**src/rtl/imem_loader_pkg.sv**
```systemverilog
// Shared types and frame constants for the instruction-memory loader.
// Holds FSM state encodings, default frame start byte and frame field widths.
package imem_loader_pkg;

  typedef enum logic [2:0] {
    ST_IDLE    = 3'd0,
    ST_CNT_LO  = 3'd1,
    ST_CNT_HI  = 3'd2,
    ST_PAYLOAD = 3'd3,
    ST_CHECK   = 3'd4,
    ST_DONE    = 3'd5,
    ST_ERROR   = 3'd6
  } state_e;

  localparam logic [7:0]  MAGIC_DEFAULT = 8'hA5;
  localparam int unsigned BYTE_W        = 8;
  localparam int unsigned WORD_W        = 32;
  localparam int unsigned CNT_W         = 16;
  localparam int unsigned CHK_W         = 8;

  // A word count larger than the memory capacity cannot be loaded.
  function automatic logic cnt_oversize(input logic [CNT_W-1:0] cnt, input int unsigned addr_w);
    return 32'(cnt) > (32'd1 << addr_w);
  endfunction

endpackage

```
**src/rtl/loader_word_pack.sv**
```systemverilog
// Packs accepted bytes little-endian into 32-bit words; word strobe is combinational
// with the 4th byte of each word. No backpressure: one byte per cycle is always absorbed.
module loader_word_pack
  import imem_loader_pkg::*;
(
  input  logic              clk,
  input  logic              rst,
  input  logic              clr,
  input  logic              byte_vld,
  input  logic [BYTE_W-1:0] byte_dat,
  output logic              word_vld,
  output logic [WORD_W-1:0] word_dat
);

  logic [1:0]  idx_q, idx_d;
  logic [23:0] sr_q, sr_d;

  always_comb begin
    idx_d = idx_q;
    sr_d  = sr_q;
    if (clr) begin
      idx_d = '0;
      sr_d  = '0;
    end else if (byte_vld) begin
      idx_d = idx_q + 2'd1;
      sr_d  = {byte_dat, sr_q[23:8]};
    end
  end

  // Earlier bytes sit in the low lanes, so the 4th byte completes bits [31:24].
  assign word_vld = byte_vld && !clr && (idx_q == 2'd3);
  assign word_dat = {byte_dat, sr_q};

  always_ff @(posedge clk) begin
    if (!rst) begin
      idx_q <= '0;
      sr_q  <= '0;
    end else begin
      idx_q <= idx_d;
      sr_q  <= sr_d;
    end
  end

endmodule

```
**src/rtl/imem_loader.sv**
```systemverilog
// Byte-stream program loader: frames MAGIC,CNT,payload,CHK into imem and releases the core.
// im_we follows the 4th byte of a word by one cycle; s_ready drops only in DONE/ERROR. Optional IMEM_LOADER_TIMEOUT_EN.
module imem_loader
  import imem_loader_pkg::*;
#(
  parameter int unsigned ADDR_W      = 8,
  parameter logic [7:0]  MAGIC       = MAGIC_DEFAULT,
  parameter int unsigned TIMEOUT_CYC = 1024
) (
  input  logic              clk,
  input  logic              rst,
  input  logic              s_valid,
  input  logic [7:0]        s_data,
  output logic              s_ready,
  input  logic              reload,
  output logic              im_we,
  output logic [ADDR_W-1:0] im_addr,
  output logic [31:0]       im_wdata,
  output logic              core_rst,
  output logic              core_enable,
  output logic              load_done,
  output logic              load_err
);

  state_e             state_q, state_d;
  logic [7:0]         cnt_lo_q, cnt_lo_d;
  logic [CNT_W-1:0]   cnt_q, cnt_d;
  logic [CNT_W-1:0]   wcnt_q, wcnt_d;
  logic [CHK_W-1:0]   chk_q, chk_d;
  logic               im_we_q, im_we_d;
  logic [ADDR_W-1:0]  im_addr_q, im_addr_d;
  logic [31:0]        im_wdata_q, im_wdata_d;

  logic               accept;
  logic               pack_clr;
  logic               pack_vld;
  logic               word_vld;
  logic [WORD_W-1:0]  word_dat;
  logic               tmo_hit;

  assign accept   = s_valid && s_ready;
  assign pack_vld = accept && (state_q == ST_PAYLOAD);

  loader_word_pack u_pack (
    .clk      (clk),
    .rst      (rst),
    .clr      (pack_clr),
    .byte_vld (pack_vld),
    .byte_dat (s_data),
    .word_vld (word_vld),
    .word_dat (word_dat)
  );

`ifdef IMEM_LOADER_TIMEOUT_EN
  localparam int unsigned TMO_W = $clog2(TIMEOUT_CYC + 1);
  localparam logic [TMO_W-1:0] TMO_LAST = TMO_W'(TIMEOUT_CYC - 1);

  logic [TMO_W-1:0] tmo_q, tmo_d;

  always_comb begin
    tmo_d = tmo_q;
    if (accept)
      tmo_d = '0;
    else if (tmo_q != TMO_LAST)
      tmo_d = tmo_q + TMO_W'(1);
  end

  assign tmo_hit = !accept && (tmo_q == TMO_LAST) &&
                   (state_q inside {ST_CNT_LO, ST_CNT_HI, ST_PAYLOAD, ST_CHECK});

  always_ff @(posedge clk) begin
    if (!rst) tmo_q <= '0;
    else      tmo_q <= tmo_d;
  end
`else
  logic unused_tmo_cfg;
  assign unused_tmo_cfg = (TIMEOUT_CYC == 0);
  assign tmo_hit        = 1'b0;
`endif

  always_comb begin
    state_d    = state_q;
    cnt_lo_d   = cnt_lo_q;
    cnt_d      = cnt_q;
    wcnt_d     = wcnt_q;
    chk_d      = chk_q;
    im_we_d    = 1'b0;
    im_addr_d  = im_we_q ? im_addr_q + ADDR_W'(1) : im_addr_q;
    im_wdata_d = im_wdata_q;
    pack_clr   = 1'b0;

    case (state_q)
      ST_IDLE: begin
        if (accept && (s_data == MAGIC)) begin
          state_d   = ST_CNT_LO;
          wcnt_d    = '0;
          chk_d     = '0;
          im_addr_d = '0;
          pack_clr  = 1'b1;
        end
      end
      ST_CNT_LO: begin
        if (accept) begin
          cnt_lo_d = s_data;
          state_d  = ST_CNT_HI;
        end
      end
      ST_CNT_HI: begin
        if (accept) begin
          cnt_d = {s_data, cnt_lo_q};
          if (cnt_oversize(cnt_d, ADDR_W))
            state_d = ST_ERROR;
          else if (cnt_d == '0)
            state_d = ST_CHECK;
          else
            state_d = ST_PAYLOAD;
        end
      end
      ST_PAYLOAD: begin
        if (accept) begin
          chk_d = chk_q + s_data;
          if (word_vld) begin
            im_we_d    = 1'b1;
            im_wdata_d = word_dat;
            wcnt_d     = wcnt_q + CNT_W'(1);
            if (wcnt_d == cnt_q)
              state_d = ST_CHECK;
          end
        end
      end
      ST_CHECK: begin
        if (accept)
          state_d = (s_data == chk_q) ? ST_DONE : ST_ERROR;
      end
      ST_DONE, ST_ERROR: begin
        if (reload) begin
          state_d   = ST_IDLE;
          cnt_lo_d  = '0;
          cnt_d     = '0;
          wcnt_d    = '0;
          chk_d     = '0;
          im_addr_d = '0;
          pack_clr  = 1'b1;
        end
      end
      default: state_d = ST_IDLE;
    endcase

    if (tmo_hit)
      state_d = ST_ERROR;
  end

  always_ff @(posedge clk) begin
    if (!rst) begin
      state_q    <= ST_IDLE;
      cnt_lo_q   <= '0;
      cnt_q      <= '0;
      wcnt_q     <= '0;
      chk_q      <= '0;
      im_we_q    <= 1'b0;
      im_addr_q  <= '0;
      im_wdata_q <= '0;
    end else begin
      state_q    <= state_d;
      cnt_lo_q   <= cnt_lo_d;
      cnt_q      <= cnt_d;
      wcnt_q     <= wcnt_d;
      chk_q      <= chk_d;
      im_we_q    <= im_we_d;
      im_addr_q  <= im_addr_d;
      im_wdata_q <= im_wdata_d;
    end
  end

  // Core control decodes straight from the state register, so it changes one cycle after CHK.
  assign s_ready     = (state_q != ST_DONE) && (state_q != ST_ERROR);
  assign core_rst    = (state_q != ST_DONE);
  assign core_enable = (state_q == ST_DONE);
  assign load_done   = (state_q == ST_DONE);
  assign load_err    = (state_q == ST_ERROR);
  assign im_we       = im_we_q;
  assign im_addr     = im_addr_q;
  assign im_wdata    = im_wdata_q;

endmodule

```
**config.mk**
```make
export PLATFORM = sky130hd
export DESIGN_NAME = imem_loader
export DESIGN_NICKNAME = d
export VERILOG_FILES = /design/src/rtl/imem_loader_pkg.sv /design/src/rtl/loader_word_pack.sv /design/src/rtl/imem_loader.sv
export SDC_FILE = /design/constraint.sdc
export NUM_CORES = 1
export LEC_CHECK = 0
export ABC_CLOCK_PERIOD_IN_PS = 6700
export BUFFER_PORTS_ARGS = -buffer_cell sky130_fd_sc_hd__buf_2
export CAP_MARGIN = 0
export CORE_MARGIN = 2
export CORE_UTILIZATION = 55
export CTS_BUF_LIST = sky130_fd_sc_hd__clkbuf_8
export CTS_CLUSTER_DIAMETER = 50
export DETAILED_ROUTE_END_ITERATION = 8
export HOLD_SLACK_MARGIN = 0.03
export PLACE_DENSITY = 0.8
export RECOVER_POWER = 50
export SETUP_SLACK_MARGIN = 0.05
export SLEW_MARGIN = 15
export SYNTH_ARGS = -nofsm -noshare
export SYNTH_HDL_FRONTEND = slang
export SYNTH_SLANG_ARGS = --single-unit
```
**constraint.sdc**
```tcl
create_clock -name clk -period 6.7 [get_ports clk]
set_clock_uncertainty 0.2 [all_clocks]
set_input_delay 0.67 -clock clk [delete_from_list [all_inputs] [get_ports clk]]
set_output_delay 0.67 -clock clk [all_outputs]
set_load 0.05 [all_outputs]
```
# Word level (Yosys, flattened, before mapping)
# Cells that the tools add are included.
# totals
reg_bits,118
input_bits,12
output_inout_bits,46
word_cells,90
# classes
addsub,4
n_lt_le_gt_ge,1
n_eq_ne,20
mux,33
n_bitwise,1
n_reduce_logical,21
# ops
op,count
16-bit two-way mux,5
8-bit two-way mux,7
16-bit one-hot mux with 3 select lines,1
16-bit one-hot mux with 2 select lines,1
8-bit one-hot mux with 2 select lines,2
3-bit two-way mux,10
8-bit one-hot mux with 3 select lines,1
3-bit one-hot mux with 6 select lines,1
"16-bit by 1-bit adder with 16-bit output, second input constant",1
16-bit equality test,1
"16-bit by 9-bit > comparator with 1-bit output, second input constant",1
16-bit logical NOT,1
"2-bit != test, second input constant",6
3-bit AND reduction,4
"3-bit equality test, second input constant",3
"8-bit by 1-bit adder with 8-bit output, second input constant",1
8-bit adder,1
8-bit equality test,1
"8-bit equality test, second input constant",1
8-bit AND reduction,1
"3-bit by 2-bit equality test with 1-bit output, second input constant",2
1-bit logical AND,6
"3-bit != test, second input constant",2
5-bit AND reduction,1
14 further kinds,19

# Longest topological paths before layout
# depth
word_depth,12
mapped_depth,11
mapped_depth_nobuf,9

# Cells and area by module
# A second synthesis with hierarchy kept.
# unflattened
hier_cells,657
hier_area_um2,5509.0
# modules_own_cells
module,n_inst,cells_per_inst,area_each_um2,seq_area_each_um2
imem_loader,1,562,4456.8,1841.8
loader_word_pack,1,95,1052.3,520.5

# Least setup slack after synthesis
# Ideal clock, no wire load.
# synth_path
path_type,reg2out
from,register state_q[2]
to,output load_done
arrival_time_ps,2007
required_time_ps,5830
setup_slack_ps,3823
stages_incl_launch_ff,6
path_buffers,3
path_cell_list,dfxtp_1 > clkbuf_1 > buf_1 > nand2_1 > inv_1 > buf_4
# synth_via
elab_chain_cells,1
# synth_lines
item,line,rtl
start: declaration,imem_loader.sv:25,"state_e state_q, state_d;"
start signal: assignment,imem_loader.sv:164,state_q <= state_d;
3-bit equality test,-,
end: declaration,imem_loader.sv:21,"output logic load_done,"
# Every way passes these cells.

# Final worst setup path
# layout_path
from,input s_data[0]
to,register wcnt_q[13]
# layout_via
elab_chain_cells,9
elab_cells_between_ends,10
classes_between,eq/ne: 3; mux: 2; reduce/logical: 5
# layout_lines
item,line,rtl
start: declaration,imem_loader.sv:13,"input logic [7:0] s_data,"
8-bit equality test (*),imem_loader.sv:94,if (accept && (s_data == MAGIC)) begin
1-bit logical AND (*),imem_loader.sv:94,
1-bit two-way mux,imem_loader.sv:94,
1-bit one-hot mux with 2 select lines,imem_loader.sv:92,case (state_q)
1-bit logical NOT,loader_word_pack.sv:31,assign word_vld = byte_vld && !clr && (idx_q == 2'd3);
1-bit logical AND (2 in a row),loader_word_pack.sv:31,
2-bit by 1-bit != test with 1-bit output (no line),-,
5-bit AND reduction (no line) (*),-,
end signal: assignment,imem_loader.sv:167,wcnt_q <= wcnt_d;
end: declaration,imem_loader.sv:28,"logic [CNT_W-1:0] wcnt_q, wcnt_d;"
# Every way passes the cells marked *; elsewhere a longest branch is shown, timed or not.
# A chain may end at the register's enable or synchronous reset.

==> impl_metrics.env <==
export IMPL_rsz0062_at_grt="false"
export IMPL_met2_wirelength_um=5780
export IMPL_tritoncts="built"
export IMPL_worstPathRequired_ns=6.80
export IMPL_pwr_density_cell_mw_per_mm2=232
export IMPL_antenna_violating_nets_post_route=0
export IMPL_top_level_ports=58
export IMPL_die_height_um=102
export IMPL_clk_latency_ns=0.42
export IMPL_syn2layout_area_growth_pct=11.8
export IMPL_synth_async_reset_ratio=0
export IMPL_detailroute_via_count=4753
export IMPL_final_net_count=712
export IMPL_ys_top_cells_by_area="sky130_fd_sc_hd__dfxtp_1, sky130_fd_sc_hd__nand2_1, sky130_fd_sc_hd__a21oi_1"
export IMPL_crit_path_start_kind="input pin"
export IMPL_place_detailed_hpwl_um=8480
export IMPL_port_buffer_count=57
export IMPL_ctsLongestPathBuffers=2
export IMPL_cts_post_setup_buffers_inserted=0
export IMPL_setup_total_negative_slack_ns=0
export IMPL_holdCritStartpoint="im_wdata[2]"
export IMPL_worst_setup_hold_path_clk_slew_ns=0.07
export IMPL_postSynth_topFlopCell="sky130_fd_sc_hd__dfxtp_1"
export IMPL_post_synth_top_area_cell="sky130_fd_sc_hd__dfxtp_1"
export IMPL_ir_drop_uv=141
export IMPL_drc_errors=0
export IMPL_cts_hold_fix_buffers=0
export IMPL_syn_mean_instance_area_um2=8.23
export IMPL_status="finished, violations left"
export IMPL_ctsHtreeMaxLevel=4
export IMPL_route_detailed_vias_per_inst=5.73
export IMPL_layout_drive_gt1_share=0.0970
export IMPL_synth_most_common_cell="sky130_fd_sc_hd__nand2_1"
export IMPL_timing_reg2reg_setup_slack_ns=3.05
export IMPL_drt_pass1_iterations=6
export IMPL_globalRouteOverflowTotal=0
export IMPL_crit_path_category="input pin to flip-flop"
export IMPL_synth_yosys_warnings=0
export IMPL_finalCritPeriodShare=0.551
export IMPL_detail_route_wl_per_cell_um=15.3
export IMPL_grt_first_pass_wirelength_um=21000
export IMPL_initial_antenna_violation_count=0
export IMPL_clock_tree_root_cell="sky130_fd_sc_hd__clkbuf_8"
export IMPL_worstPathArrival_ns=3.79
export IMPL_synth_sequential_area_ratio=0.443
export IMPL_slew_headroom=-0.0618
export IMPL_netlist_area_leader_share=0.443
export IMPL_worst_hold_slack_ns=0.252
export IMPL_timing_max_cap_violations=1
export IMPL_postSynthCellCount=648
export IMPL_first_global_vias=4351
export IMPL_final_core_utilization=0.639
export IMPL_grt_max_degree=70
export IMPL_synth_edff_count=0
export IMPL_groute_usage_overall=0.253
export IMPL_setup_worst_path_start="s_data[0]"
export IMPL_period_needed_ns=3.69
export IMPL_p_leak_uw=0.00211
export IMPL_wl_met1_um=5810
export IMPL_design_core_area_mm2=0.00933
export IMPL_report_final_hold_viol_count=0
export IMPL_synth_fp_nets=671
export IMPL_crit_path_end_kind="flip-flop"
export IMPL_die_area_mm2=0.0105
export IMPL_worstMarginPinSlew_ns=1.59
export IMPL_clkSinkCount=118
export IMPL_critPathMaxFanout=35
export IMPL_top_layer_used="met4"
export IMPL_gp_congestion=0.889
export IMPL_netlist_cell_type_count=64
export IMPL_std_cell_rows=35
export IMPL_timing_final_setup_violations=0
export IMPL_worstReg2RegStart="state_q[1]"
export IMPL_yosys_register_bits=118
export IMPL_wl_met3_um=969
export IMPL_cts_resized=0
export IMPL_wl_um=12700
export IMPL_violations="capacitance limit, slew limit"
export IMPL_initial_core_utilization=0.572
export IMPL_most_common_library_cells_after_synthesis="sky130_fd_sc_hd__nand2_1, sky130_fd_sc_hd__dfxtp_1, sky130_fd_sc_hd__a21oi_1"
export IMPL_numCtsBuffers=17
export IMPL_maxSlewViolCount=36
export IMPL_detail_route_iter0_violations=534
export IMPL_synth_area_mm2=0.00533
export IMPL_fmax_mhz=271
export IMPL_die_width_um=102
export IMPL_hp_class="flip-flop to flip-flop"
export IMPL_antenna_diode_count=0
per-layer routing:
metal / GRT usage / up-vias
met3: 0.0499 / 13
met2: 0.397 / 188
met1: 0.351 / 2232
met4: 0.0872 / 0
met5: 0 / -
li1: - / 2320
critical path, cell delays in order:
cell	delay (ns)
sky130_fd_sc_hd__clkbuf_1	0.44
sky130_fd_sc_hd__and4_4	0.33
sky130_fd_sc_hd__and3_4	0.20
sky130_fd_sc_hd__a211o_1	0.12
sky130_fd_sc_hd__clkbuf_1	1.15
sky130_fd_sc_hd__or2_1	0.52
sky130_fd_sc_hd__nor2_4	0.08
sky130_fd_sc_hd__a41oi_1	0.22
sky130_fd_sc_hd__a31oi_1	0.06
through the flow:
stage / instance area, µm² / worst slack (ns) / std cells / total power [µW]
6_report: 5960 / 3.01 / 830 / 1380
5_1_grt: 5960 / 2.75 / 830 / 1420
4_1_cts: 6020 / 3.58 / 830 / 1390
3_5_place_dp: 5620 / 3.54 / 799 / 750
3_3_place_gp: 5620 / 3.59 / 799 / 749
2_1_floorplan: 5330 / 3.82 / 648 / 737
sequential cells by signal, indices dropped and copies added, names as in the netlist:
signal,cells
chk_q,8
cnt_lo_q,8
cnt_q,16
im_addr,8
im_wdata,32
im_we,1
state_q,3
u_pack.idx_q,2
u_pack.sr_q,24
wcnt_q,16
cells in the final DEF, fill, tap and decap left out, types with 3 or more instances in the layout:
master / n
sky130_fd_sc_hd__a21oi_1: 68
sky130_fd_sc_hd__a22oi_1: 31
sky130_fd_sc_hd__a31oi_1: 14
sky130_fd_sc_hd__and2_1: 3
sky130_fd_sc_hd__and3_1: 6
sky130_fd_sc_hd__buf_2: 14
sky130_fd_sc_hd__buf_4: 4
sky130_fd_sc_hd__bufinv_16: 3
sky130_fd_sc_hd__clkbuf_1: 44
sky130_fd_sc_hd__clkbuf_8: 17
sky130_fd_sc_hd__clkinv_2: 6
sky130_fd_sc_hd__clkinv_4: 3
sky130_fd_sc_hd__dfxtp_1: 118
sky130_fd_sc_hd__ha_1: 10
sky130_fd_sc_hd__inv_1: 6
sky130_fd_sc_hd__mux2i_1: 4
sky130_fd_sc_hd__nand2_1: 146
sky130_fd_sc_hd__nand3_1: 9
sky130_fd_sc_hd__nand4_1: 4
sky130_fd_sc_hd__nor2_1: 65
sky130_fd_sc_hd__nor3_1: 12
sky130_fd_sc_hd__nor4_1: 4
sky130_fd_sc_hd__o21ai_0: 14
sky130_fd_sc_hd__o31ai_1: 4
sky130_fd_sc_hd__xnor2_1: 30
sky130_fd_sc_hd__xor2_1: 13
path summary, 6_finish.rpt:
kind	endpoint	depth (start not counted)
worst max-delay path	wcnt_q[13]	9
worst min-delay path	im_wdata[2]	2
worst max register to register	wcnt_q[13]	8
worst min register to register	im_wdata[2]	2
cell families after synthesis:
logic type               Yosys count  share of synthesized area
XOR/XNOR                          43                     0.0706
flip-flops                       118                      0.443
adder cells (fa/ha/maj)           11                     0.0272
buffers and inverters             49                     0.0436
AND/OR/NAND/NOR                  267                      0.226
multiplexers                       4                    0.00751
AO/OA/AOI/OAI                    156                      0.182
power by group:
| group | leakage, µW | internal (µW) | switching [µW] |
|---|---|---|---|
| registers | 0.000950 | 701 | 0.0415 |
| logic | 0.000956 | 7.88 | 25.1 |
| clock network | 0.000201 | 362 | 285 |
layout make-up:
cell class              count  area [µm²]
clock buffers              17         234
repair buffers             62         265
multi-input cells         481        2740
inverters                   9        38.8
flip-flops and latches    118        2360
clock inverters            14         161
well taps                 129         161
fillers                   801        3370
Power figures use the tool's default switching activity.
